==> config.mk <==
export PLATFORM = sky130hd
export DESIGN_NAME = keypad_seq_entry_flat
export DESIGN_NICKNAME = d
export VERILOG_FILES = /design/src/rtl/keypad_seq_entry_pkg.sv /design/src/rtl/keypad_seq_entry_if.sv /design/src/rtl/keypad_seq_entry_sync_2ff.sv /design/src/rtl/keypad_seq_entry.sv /design/src/flat_wrapper.sv
export SDC_FILE = /design/constraint.sdc
export NUM_CORES = 1
export LEC_CHECK = 0
export BUFFER_PORTS_ARGS = -buffer_cell sky130_fd_sc_hd__buf_4
export CORE_UTILIZATION = 40
export DETAILED_ROUTE_END_ITERATION = 10
export PLACE_DENSITY = 0.7
export SLEW_MARGIN = 20
export SYNTH_ARGS = -nofsm -noshare
export SYNTH_HDL_FRONTEND = slang
export SYNTH_HIERARCHICAL = 1
export SYNTH_SLANG_ARGS = --single-unit
==> constraint.sdc <==
create_clock -name sys_clk -period 2.8 [get_ports sys_clk]
set_input_delay 0.14 -clock sys_clk [delete_from_list [all_inputs] [get_ports sys_clk]]
set_output_delay 0.14 -clock sys_clk [all_outputs]
set_load 0.02 [all_outputs]
==> src/rtl/keypad_seq_entry_pkg.sv <==
`default_nettype none
// ============================================================================
// Module      : keypad_pkg
// Description : Shared types and helpers for the keypad sequence entry block:
//               FSM state encoding, matrix geometry, row decode helper.
// Revision    : 1.0 - initial release
// ============================================================================
package keypad_pkg;

    localparam int NUM_COLS = 4;
    localparam int NUM_ROWS = 4;

    typedef enum logic [1:0] {
        KP_SCAN     = 2'd0,
        KP_PRESS_DB = 2'd1,
        KP_HELD     = 2'd2,
        KP_REL_DB   = 2'd3
    } kp_state_e;

    typedef struct packed {
        logic       valid;
        logic [1:0] idx;
    } row_hit_t;

    // Rows are active-low: valid only when exactly one row is pulled low,
    // idx is the position of that low row.
    function automatic row_hit_t row_onehot_idx(input logic [NUM_ROWS-1:0] rows);
        row_hit_t hit;
        int       n_low;
        hit   = '0;
        n_low = 0;
        for (int i = 0; i < NUM_ROWS; i++) begin
            if (!rows[i]) begin
                n_low   = n_low + 1;
                hit.idx = 2'(i);
            end
        end
        hit.valid = (n_low == 1);
        return hit;
    endfunction

endpackage
`default_nettype wire

==> src/rtl/keypad_seq_entry_if.sv <==
`default_nettype none
// ============================================================================
// Module      : keypad_seq_entry_if
// Description : Keypad pins plus the digit-sequence / key-event outputs.
//               master = keypad/consumer side, slave = keypad_seq_entry.
// Revision    : 1.0 - initial release
// ============================================================================
interface keypad_seq_entry_if
    import keypad_pkg::*;
#(
    parameter int N = 32
);
    logic [NUM_ROWS-1:0] row;
    logic                clr;
    logic [NUM_COLS-1:0] col;
    logic [N-1:0]        seq;
    logic [3:0]          key_code;
    logic                key_valid;

    modport master (output row, clr, input col, seq, key_code, key_valid);
    modport slave  (input row, clr, output col, seq, key_code, key_valid);
endinterface
`default_nettype wire

==> src/rtl/keypad_seq_entry_sync_2ff.sv <==
`default_nettype none
// ============================================================================
// Module      : sync_2ff
// Description : Two-flop synchronizer for asynchronous level inputs.
//               Resets to all ones (idle level of pulled-up keypad rows).
// Revision    : 1.0 - initial release
// ============================================================================
module sync_2ff #(
    parameter int WIDTH = 4
) (
    input  wire logic             clk,
    input  wire logic             rst_n,
    input  wire logic [WIDTH-1:0] i_d,
    output logic      [WIDTH-1:0] o_q
);
    logic [WIDTH-1:0] r_meta;
    logic [WIDTH-1:0] r_sync;

    // Two-stage capture of the asynchronous input
    always_ff @(posedge clk) begin
        if (!rst_n) begin
            r_meta <= '1;
            r_sync <= '1;
        end else begin
            r_meta <= i_d;
            r_sync <= r_meta;
        end
    end

    assign o_q = r_sync;
endmodule
`default_nettype wire

==> src/rtl/keypad_seq_entry.sv <==
`default_nettype none
// ============================================================================
// Module      : keypad_seq_entry
// Description : Scans a 4x4 hex keypad, debounces press and release, and
//               shifts each accepted key into an N-bit digit sequence.
// Revision    : 1.0 - initial release
// ============================================================================
module keypad_seq_entry
    import keypad_pkg::*;
#(
    parameter int N        = 32,
    parameter int WIDTH    = 4,
    parameter int SCAN_DIV = 50_000,
    parameter int DEBOUNCE = 8
) (
    input  wire logic          sys_clk,
    input  wire logic          sys_rst_n,
    keypad_seq_entry_if.slave  bus
);
    localparam int c_TICK_W = (SCAN_DIV > 1) ? $clog2(SCAN_DIV) : 1;
    localparam int c_DB_W   = $clog2(DEBOUNCE + 1);

    localparam logic [1:0] c_ST_SCAN     = 2'(KP_SCAN);
    localparam logic [1:0] c_ST_PRESS_DB = 2'(KP_PRESS_DB);
    localparam logic [1:0] c_ST_HELD     = 2'(KP_HELD);
    localparam logic [1:0] c_ST_REL_DB   = 2'(KP_REL_DB);

    logic [NUM_ROWS-1:0] w_row_s;
    logic [c_TICK_W-1:0] r_tick_cnt;
    logic                w_tick;
    logic [1:0]          r_state;
    logic [1:0]          w_state_nxt;
    logic [1:0]          r_col_idx;
    logic [1:0]          w_col_idx_nxt;
    logic [NUM_COLS-1:0] r_col;
    logic [c_DB_W-1:0]   r_db_cnt;
    logic [c_DB_W-1:0]   w_db_nxt;
    logic [NUM_ROWS-1:0] r_pattern;
    logic                w_latch;
    logic                w_col_adv;
    logic                w_commit;
    logic                w_all_high;
    row_hit_t            w_hit;
    logic [3:0]          w_key;
    logic [N-1:0]        r_seq;
    logic [3:0]          r_key_code;
    logic                r_key_valid;

    sync_2ff #(.WIDTH(NUM_ROWS)) u_row_sync (
        .clk   (sys_clk),
        .rst_n (sys_rst_n),
        .i_d   (bus.row),
        .o_q   (w_row_s)
    );

    assign w_tick     = (r_tick_cnt == c_TICK_W'(SCAN_DIV - 1));
    assign w_all_high = &w_row_s;
    assign w_hit      = row_onehot_idx(w_row_s);
    assign w_key      = {w_hit.idx, r_col_idx};

    // Free-running scan tick divider
    always_ff @(posedge sys_clk) begin
        if (!sys_rst_n || w_tick) begin
            r_tick_cnt <= '0;
        end else begin
            r_tick_cnt <= r_tick_cnt + c_TICK_W'(1);
        end
    end

    // Scan/debounce decisions, evaluated only on tick cycles
    always_comb begin
        w_state_nxt = r_state;
        w_db_nxt    = r_db_cnt;
        w_col_adv   = 1'b0;
        w_latch     = 1'b0;
        w_commit    = 1'b0;
        if (w_tick) begin
            case (r_state)
                c_ST_SCAN: begin
                    // Idle rows and ghosted multi-row patterns both keep scanning
                    if (w_hit.valid) begin
                        w_latch     = 1'b1;
                        w_db_nxt    = c_DB_W'(1);
                        w_state_nxt = c_ST_PRESS_DB;
                    end else begin
                        w_col_adv = 1'b1;
                    end
                end
                c_ST_PRESS_DB: begin
                    if (w_row_s == r_pattern) begin
                        w_db_nxt = r_db_cnt + c_DB_W'(1);
                        if (r_db_cnt == c_DB_W'(DEBOUNCE - 1)) begin
                            w_commit    = 1'b1;
                            w_state_nxt = c_ST_HELD;
                        end
                    end else begin
                        w_col_adv   = 1'b1;
                        w_state_nxt = c_ST_SCAN;
                    end
                end
                c_ST_HELD: begin
                    if (w_all_high) begin
                        w_db_nxt    = c_DB_W'(1);
                        w_state_nxt = c_ST_REL_DB;
                    end
                end
                c_ST_REL_DB: begin
                    if (w_all_high) begin
                        w_db_nxt = r_db_cnt + c_DB_W'(1);
                        if (r_db_cnt == c_DB_W'(DEBOUNCE - 1)) begin
                            w_col_adv   = 1'b1;
                            w_state_nxt = c_ST_SCAN;
                        end
                    end else begin
                        w_state_nxt = c_ST_HELD;
                    end
                end
                default: w_state_nxt = c_ST_SCAN;
            endcase
        end
    end

    assign w_col_idx_nxt = w_col_adv ? (r_col_idx + 2'd1) : r_col_idx;

    // FSM state, debounce counter, latched row pattern and column drive
    always_ff @(posedge sys_clk) begin
        if (!sys_rst_n) begin
            r_state   <= c_ST_SCAN;
            r_db_cnt  <= '0;
            r_pattern <= '1;
            r_col_idx <= 2'd0;
            r_col     <= 4'b1110;
        end else begin
            r_state   <= w_state_nxt;
            r_db_cnt  <= w_db_nxt;
            r_col_idx <= w_col_idx_nxt;
            r_col     <= ~(4'b0001 << w_col_idx_nxt);
            if (w_latch) begin
                r_pattern <= w_row_s;
            end
        end
    end

    // Commit path: key event outputs and the digit shift register
    always_ff @(posedge sys_clk) begin
        if (!sys_rst_n) begin
            r_seq       <= '0;
            r_key_code  <= 4'h0;
            r_key_valid <= 1'b0;
        end else begin
            r_key_valid <= w_commit;
            if (w_commit) begin
                r_key_code <= w_key;
            end
            // Clear beats a simultaneous commit for the sequence only
            if (bus.clr) begin
                r_seq <= '0;
            end else if (w_commit) begin
                r_seq <= {r_seq[N-WIDTH-1:0], WIDTH'(w_key)};
            end
        end
    end

    assign bus.col       = r_col;
    assign bus.seq       = r_seq;
    assign bus.key_code  = r_key_code;
    assign bus.key_valid = r_key_valid;
endmodule
`default_nettype wire

==> src/flat_wrapper.sv <==
// flat-port wrapper written by rule: the top's interface ports become plain ports
module keypad_seq_entry_flat import keypad_pkg::*;
#(
    parameter int N        = 32,
    parameter int WIDTH    = 4,
    parameter int SCAN_DIV = 50_000,
    parameter int DEBOUNCE = 8
)
  (sys_clk, sys_rst_n, bus_row, bus_clr, bus_col, bus_seq, bus_key_code, bus_key_valid);
  keypad_seq_entry_if #(.N(N)) bus_i ();
  input  wire logic sys_clk;
  input  wire logic sys_rst_n;
  input wire logic [$bits(bus_i.row)-1:0] bus_row;
  input wire logic [$bits(bus_i.clr)-1:0] bus_clr;
  output wire logic [$bits(bus_i.col)-1:0] bus_col;
  output wire logic [$bits(bus_i.seq)-1:0] bus_seq;
  output wire logic [$bits(bus_i.key_code)-1:0] bus_key_code;
  output wire logic [$bits(bus_i.key_valid)-1:0] bus_key_valid;
  assign bus_i.row = bus_row;
  assign bus_i.clr = bus_clr;
  assign bus_col = bus_i.col;
  assign bus_seq = bus_i.seq;
  assign bus_key_code = bus_i.key_code;
  assign bus_key_valid = bus_i.key_valid;
  keypad_seq_entry #(.N(N), .WIDTH(WIDTH), .SCAN_DIV(SCAN_DIV), .DEBOUNCE(DEBOUNCE)) u_core (.sys_clk(sys_clk), .sys_rst_n(sys_rst_n), .bus(bus_i));
endmodule
[Yosys cells after proc, flatten, opt, wreduce, memory -nomap -nowiden]
Index checks and enable logic that the tools add are counted.
W data, S select, Z words.
Word-level totals
  register bits after elaboration: 77
  input port bits: 7
  output and inout port bits: 41
Operators by class
  add/subtract/negate cells: 6
  equal/unequal tests: 13
  shifts and indexed selects: 1
  multiplexer cells: 32
  bitwise gates (word level): 2
  reduce and logical (&&, ||, !) cells: 7
Operators by type and width (count)
  $mux W32: 3
  $add A32 B2 Y32 const B: 2
  $eq A32 B2 Y1 const B: 1
  $mux W2: 9
  $add A16 B1 Y16 const B: 1
  $eq A16 B16 Y1 const B: 1
  $mux W4: 4
  $pmux W4 S4: 1
  $mux W1: 13
  $reduce_and A5 Y1: 2
  $ne A2 B1 Y1 const B: 4
  $pmux W2 S4: 1
  $ne A3 B3 Y1 const B: 2
  $add A4 B1 Y4 const B: 1
  $eq A2 B2 Y1 const B: 2
  $eq A4 B3 Y1 const B: 1
  $eq A4 B4 Y1: 1
  $not A4 Y4: 1
  $reduce_and A4 Y1: 1
  $shl A1 B2 Y4 const A: 1
  $pmux W1 S3: 1
  $add A1 B1 Y2 const B: 1
  $add A2 B1 Y2 const B: 1
  $eq A2 B1 Y1 const B: 1
  5 further kinds: 5

[Logic depth before layout (Yosys ltp)]
  word-level depth: 14
  depth in mapped cells: 10
  depth with buffers taken out: 10

[Hierarchy]
The synthesis kept the hierarchy.
Modules (own cells, without submodules)
  keypad_seq_entry: instances 1, cells an instance 316, area each 3029.2 um^2
  sync_2ff: instances 1, cells an instance 16, area each 210.2 um^2

[Worst setup path after synthesis]
Ideal clock, no wire load.
  path kind: register -> register
  from: register u_core.u_row_sync.r_sync[0], in the netlist u_core/u_row_sync/o_q[0]
  to: register u_core.r_pattern[0]
  library setup time: 0.129 ns
  arrival time: 2.394 ns
  path slack: 0.277 ns
  stages on the path, launching flop included: 10
  buffers on the path: 0
  period minus slack after synthesis: 2.523 ns
  cell sequence: dfxtp_1 -> inv_1 -> ha_1 -> xnor2_1 -> ha_1 -> nor4b_1 -> nor4_1 -> nor4b_2 -> mux2i_1 -> nand2_1
Between the ends
  cells in the longest elaborated chain, start to end: 11
Ends and longest elaborated chain
  start, declared: RTL line keypad_seq_entry_sync_2ff.sv:17  | logic [WIDTH-1:0] r_sync;
  start signal, assigned: RTL line keypad_seq_entry_sync_2ff.sv:26  | r_sync <= r_meta;
  $mux W1: RTL line keypad_seq_entry_pkg.sv:33  | if (!rows[i]) begin
  $add A1 B1 Y2: RTL line keypad_seq_entry_pkg.sv:34  | n_low = n_low + 1;
  $mux W32: RTL line keypad_seq_entry_pkg.sv:33
  $add A32 B2 Y32: RTL line keypad_seq_entry_pkg.sv:34
  $mux W32: RTL line keypad_seq_entry_pkg.sv:33
  $add A32 B2 Y32: RTL line keypad_seq_entry_pkg.sv:34
  $mux W32: RTL line keypad_seq_entry_pkg.sv:33
  $eq A32 B2 Y1: RTL line keypad_seq_entry_pkg.sv:38  | hit.valid = (n_low == 1);
  $mux W1: RTL line keypad_seq_entry.sv:81  | if (w_hit.valid) begin
  $mux W1: RTL line keypad_seq_entry.sv:78  | case (r_state)
  $mux W1: RTL line keypad_seq_entry.sv:77  | if (w_tick) begin
  end signal, assigned: RTL line keypad_seq_entry.sv:139  | r_pattern <= w_row_s;
  end, declared: RTL line keypad_seq_entry.sv:38  | logic [NUM_ROWS-1:0] r_pattern;
Several ways; a longest one is shown, not always the timed one.
A chain may end at the register's enable or synchronous reset.

[Worst setup path after layout]
  from: register u_core.u_row_sync.r_sync[1], in the netlist u_core/u_row_sync/o_q[1]
  to: register u_core.r_db_cnt[3]
Between the ends
  cells in the longest elaborated chain, start to end: 8
  elaborated cells between the ends (all ways): 13
  classes of those cells: 2 x add/sub; 6 x eq/ne; 3 x mux; 2 x reduce/logical
Ends and longest elaborated chain
  $mux W32: RTL line keypad_seq_entry_pkg.sv:33
  $add A32 B2 Y32: RTL line keypad_seq_entry_pkg.sv:34
  $mux W32: RTL line keypad_seq_entry_pkg.sv:33
  $add A32 B2 Y32: RTL line keypad_seq_entry_pkg.sv:34
  $mux W32: RTL line keypad_seq_entry_pkg.sv:33
  $eq A32 B2 Y1: RTL line keypad_seq_entry_pkg.sv:38
  $ne A2 B1 Y1 (no line)
  $reduce_and A5 Y1 (no line) (*)
  end signal, assigned: RTL line keypad_seq_entry.sv:135  | r_db_cnt <= w_db_nxt;
  end, declared: RTL line keypad_seq_entry.sv:36  | logic [c_DB_W-1:0] r_db_cnt;
Every way passes the cells marked *; elsewhere a longest branch is shown, timed or not.

==> results.sh <==
export IMPL_cts_tree="built"
export IMPL_worst_clock_skew_ns=0.0103
export IMPL_diodes=0
export IMPL_r2r_cells=9
export IMPL_core_area_um2=7770
export IMPL_place_congestion=0.757
export IMPL_final_hold_violation_count=0
export IMPL_avgSynthCellArea_um2=9.76
export IMPL_ys_top_cells_by_area="dfxtp_1, mux2i_1, nor2_1, xor2_1, nand2b_1"
export IMPL_drtIter0Drc=109
export IMPL_drv_slew=0
export IMPL_via_per_inst=4.94
export IMPL_vias=2438
export IMPL_die_area_um2=8460
export IMPL_tightest_slew_ns=0.924
export IMPL_cts_buffers=9
export IMPL_run_status="finished, final reports clean"
export IMPL_synth_area_um2=3240
export IMPL_cp_arrival_ns=2.87
export IMPL_timing_critical_path_mode_cell="ha_1"
export IMPL_yosysWarnings=6
export IMPL_holdWs_ns=0.104
export IMPL_die_x_um=92.0
export IMPL_fin_area_um2=3990
export IMPL_initial_core_util_pct=41.7
export IMPL_tns_ns=0
export IMPL_drive_above_1_share_pct=20.9
export IMPL_period_needed_ns=2.64
export IMPL_postSynthCellCount=332
export IMPL_max_stage_delay_ns=0.42
export IMPL_place_inst=474
export IMPL_multi_input_area_um2=1590
export IMPL_instances_no_fill=494
export IMPL_clk_path_buf_depth=2
export IMPL_wl_mm=6.00
export IMPL_grt_usage_pct=15.3
export IMPL_r2r_start="u_core/u_row_sync/o_q[1]$_SDFF_PN1_"
export IMPL_syn_to_final_growth_pct=23.2
export IMPL_grt_pass1_wl_mm=10.3
export IMPL_antenna_found_initial=0
export IMPL_synth_top_area_share_pct=47.6
export IMPL_maxCapViolations=0
export IMPL_hold_depth=2
export IMPL_htreeDepth=3
export IMPL_finalNetCount=400
export IMPL_cp_buffers_inverters=1
export IMPL_die_y_um=92.0
export IMPL_synth_edf_count=0
export IMPL_io_pins=48
export IMPL_cp_max_fo=5
export IMPL_relSlewSlack_pct=38.4
export IMPL_remaining_drc_errors=0
export IMPL_clk_pin_slew_worst_paths_ns=0.08
export IMPL_place_hpwl_mm=4.10
export IMPL_port_buffers=47
export IMPL_ant_nets=0
export IMPL_reg2reg_slack_ns=0.16
export IMPL_clock_latency_ns=0.34
export IMPL_p_leak_nw=1.52
export IMPL_synth_main_ff_cell="dfxtp_1"
export IMPL_endpoint_kind="flip-flop"
export IMPL_criticalPathCategory="flip-flop to flip-flop"
export IMPL_irDropWorstVdd_uv=243
export IMPL_syn_num_nets=345
export IMPL_final_cell_mix="dfxtp_1, buf_4, nor2_1"
export IMPL_ys_async_sr_fraction_pct=0
export IMPL_seq_area_frac_synth_pct=47.6
export IMPL_clockRootBuffer="clkbuf_8"
export IMPL_start_kind="flip-flop"
export IMPL_rr_endpoint="u_core/r_db_cnt[3]$_SDFFE_PN0P_"
export IMPL_timing_fmax_ghz=0.378
export IMPL_setup_violations=0
export IMPL_ys_ff_latch=77
export IMPL_seqCellArea_um2=1540
export IMPL_cp_required_ns=3.03
export IMPL_place_area_um2=3710
export IMPL_hold_class="input port to flip-flop"
export IMPL_cts_sinks=77
export IMPL_hold_end="u_core/r_pattern[2]$_SDFFE_PN1P_"
export IMPL_critical_path_cell_chain="inv_1 > ha_1 > xnor2_1 > ha_1 > nor4b_1 > nor4_2 > o21ai_1 > a21boi_0 > o31a_1"
export IMPL_synthDistinctLibCells=44
export IMPL_nFillCells=731
export IMPL_overflow=0
export IMPL_fin_crit_sh_pct=94.4
export IMPL_min_delay_start="sys_rst_n"
export IMPL_cp_top_family="compound AO/OA/AOI/OAI gates"
export IMPL_grt_max_degree=40
export IMPL_layout_commonest_cell="dfxtp_1"
export IMPL_yosys_area_top_type="dfxtp_1"
export IMPL_first_pass_iters=4
export IMPL_num_rows=32
export IMPL_grt_pass1_vias=2240
export IMPL_cp_slowest_cell="dfxtp_1"
export IMPL_p_per_area_nw_per_um2=534
export IMPL_report_power_total_w=0.00213
export IMPL_avgRoutedWirePerCell_um=12.1
-- routing by layer --
layer | vias to the layer above | track usage [%] | wire (um)
li1 | 1261 | - | -
met1 | 1117 | 19.6 | 2910
met2 | 50 | 24.3 | 2730
met3 | 10 | 3.32 | 231
met4 | 0 | 7.42 | 124
met5 | - | 0 | 0
-- worst max-delay path by stage --
stage / start / endpoint / slack [ns] / depth (start not counted)
final: u_core/u_row_sync/o_q[1]$_SDFF_PN1_ / u_core/r_db_cnt[3]$_SDFFE_PN0P_ / 0.16 / 9
after global routing: u_core/u_row_sync/o_q[1]$_SDFF_PN1_ / u_core/r_db_cnt[2]$_SDFFE_PN0P_ / -0.02 / 9
after detailed placement: u_core/u_row_sync/o_q[1]$_SDFF_PN1_ / u_core/r_col_idx[1]$_SDFF_PN0_ / 0.14 / 9
after floorplan: u_core/u_row_sync/o_q[0]$_SDFF_PN1_ / u_core/r_pattern[0]$_SDFFE_PN1P_ / 0.28 / 9
after global placement: u_core/u_row_sync/o_q[1]$_SDFF_PN1_ / u_core/r_db_cnt[3]$_SDFFE_PN0P_ / 0.20 / 9
after CTS: u_core/u_row_sync/o_q[1]$_SDFF_PN1_ / u_core/r_col_idx[1]$_SDFF_PN0_ / 0.12 / 9
-- flip-flops by register name, indices dropped and copies added, names as in the netlist --
register                  count
u_core/bus.seq               32
u_core/r_tick_cnt            16
u_core/bus.col                4
u_core/bus.key_code           4
u_core/r_db_cnt               4
u_core/r_pattern              4
u_core/u_row_sync/o_q         4
u_core/u_row_sync/r_meta      4
u_core/r_col_idx              2
u_core/r_state                2
u_core/bus.key_valid          1
-- report_power, final --
| group | total (W) | internal, W | switching [W] |
|---|---|---|---|
| sequential | 0.00111 | 0.00110 | 0.00000660 |
| clock | 0.000939 | 0.000516 | 0.000423 |
| combinational | 0.0000815 | 0.0000361 | 0.0000454 |
| total | 0.00213 | 0.00165 | 0.000475 |
-- synthesized netlist by cell type (all sizes together), types with 2 or more instances --
cell type / count
dfxtp: 77
nor2: 49
mux2i: 39
nand2: 20
nand2b: 15
a21oi: 11
nand3: 11
xor2: 11
clkbuf: 10
nor4b: 8
buf: 7
o21ai: 7
ha: 6
inv: 6
or3: 6
xnor2: 6
and3: 5
nor3: 5
nor3b: 4
nand4: 3
nor4: 3
a21boi: 2
and4bb: 2
nor2b: 2
o211a: 2
o31a: 2
-- per-stage QoR --
stage | utilization, % | setup slack [ns]
floorplan | - | 0.277
global placement | 47.8 | 0.204
detailed placement | 47.8 | 0.143
CTS | 51.2 | 0.119
global route | 51.4 | -0.0211
finish | 51.4 | 0.157
-- cell type report --
type                    instances  area share [%]
well taps                     102            3.20
flip-flops and latches         77            38.6
inverters                       6           0.564
clock inverters                 7            2.57
clock buffers                   9            3.10
repair buffers                 61            12.0
multi-input cells             232            39.9
-- cell families after synthesis --
logic type | share of synthesized area, %
multiplexers | 12.1
flip-flops | 47.6
adder cells (fa/ha/maj) | 2.32
buffers and inverters | 3.59
XOR/XNOR | 4.60
AND/OR/NAND/NOR | 23.9
AO/OA/AOI/OAI | 5.91
-- what timing repair did --
item / 4_1_cts / 5_1_grt
endpoints found under the setup margin: 0 / 7
hold endpoints to repair: 4 / 0
resized for setup: 0 / 3
buffers inserted: 0 / 0
hold buffers: 4 / 0
(Power assumes the default switching activity.)
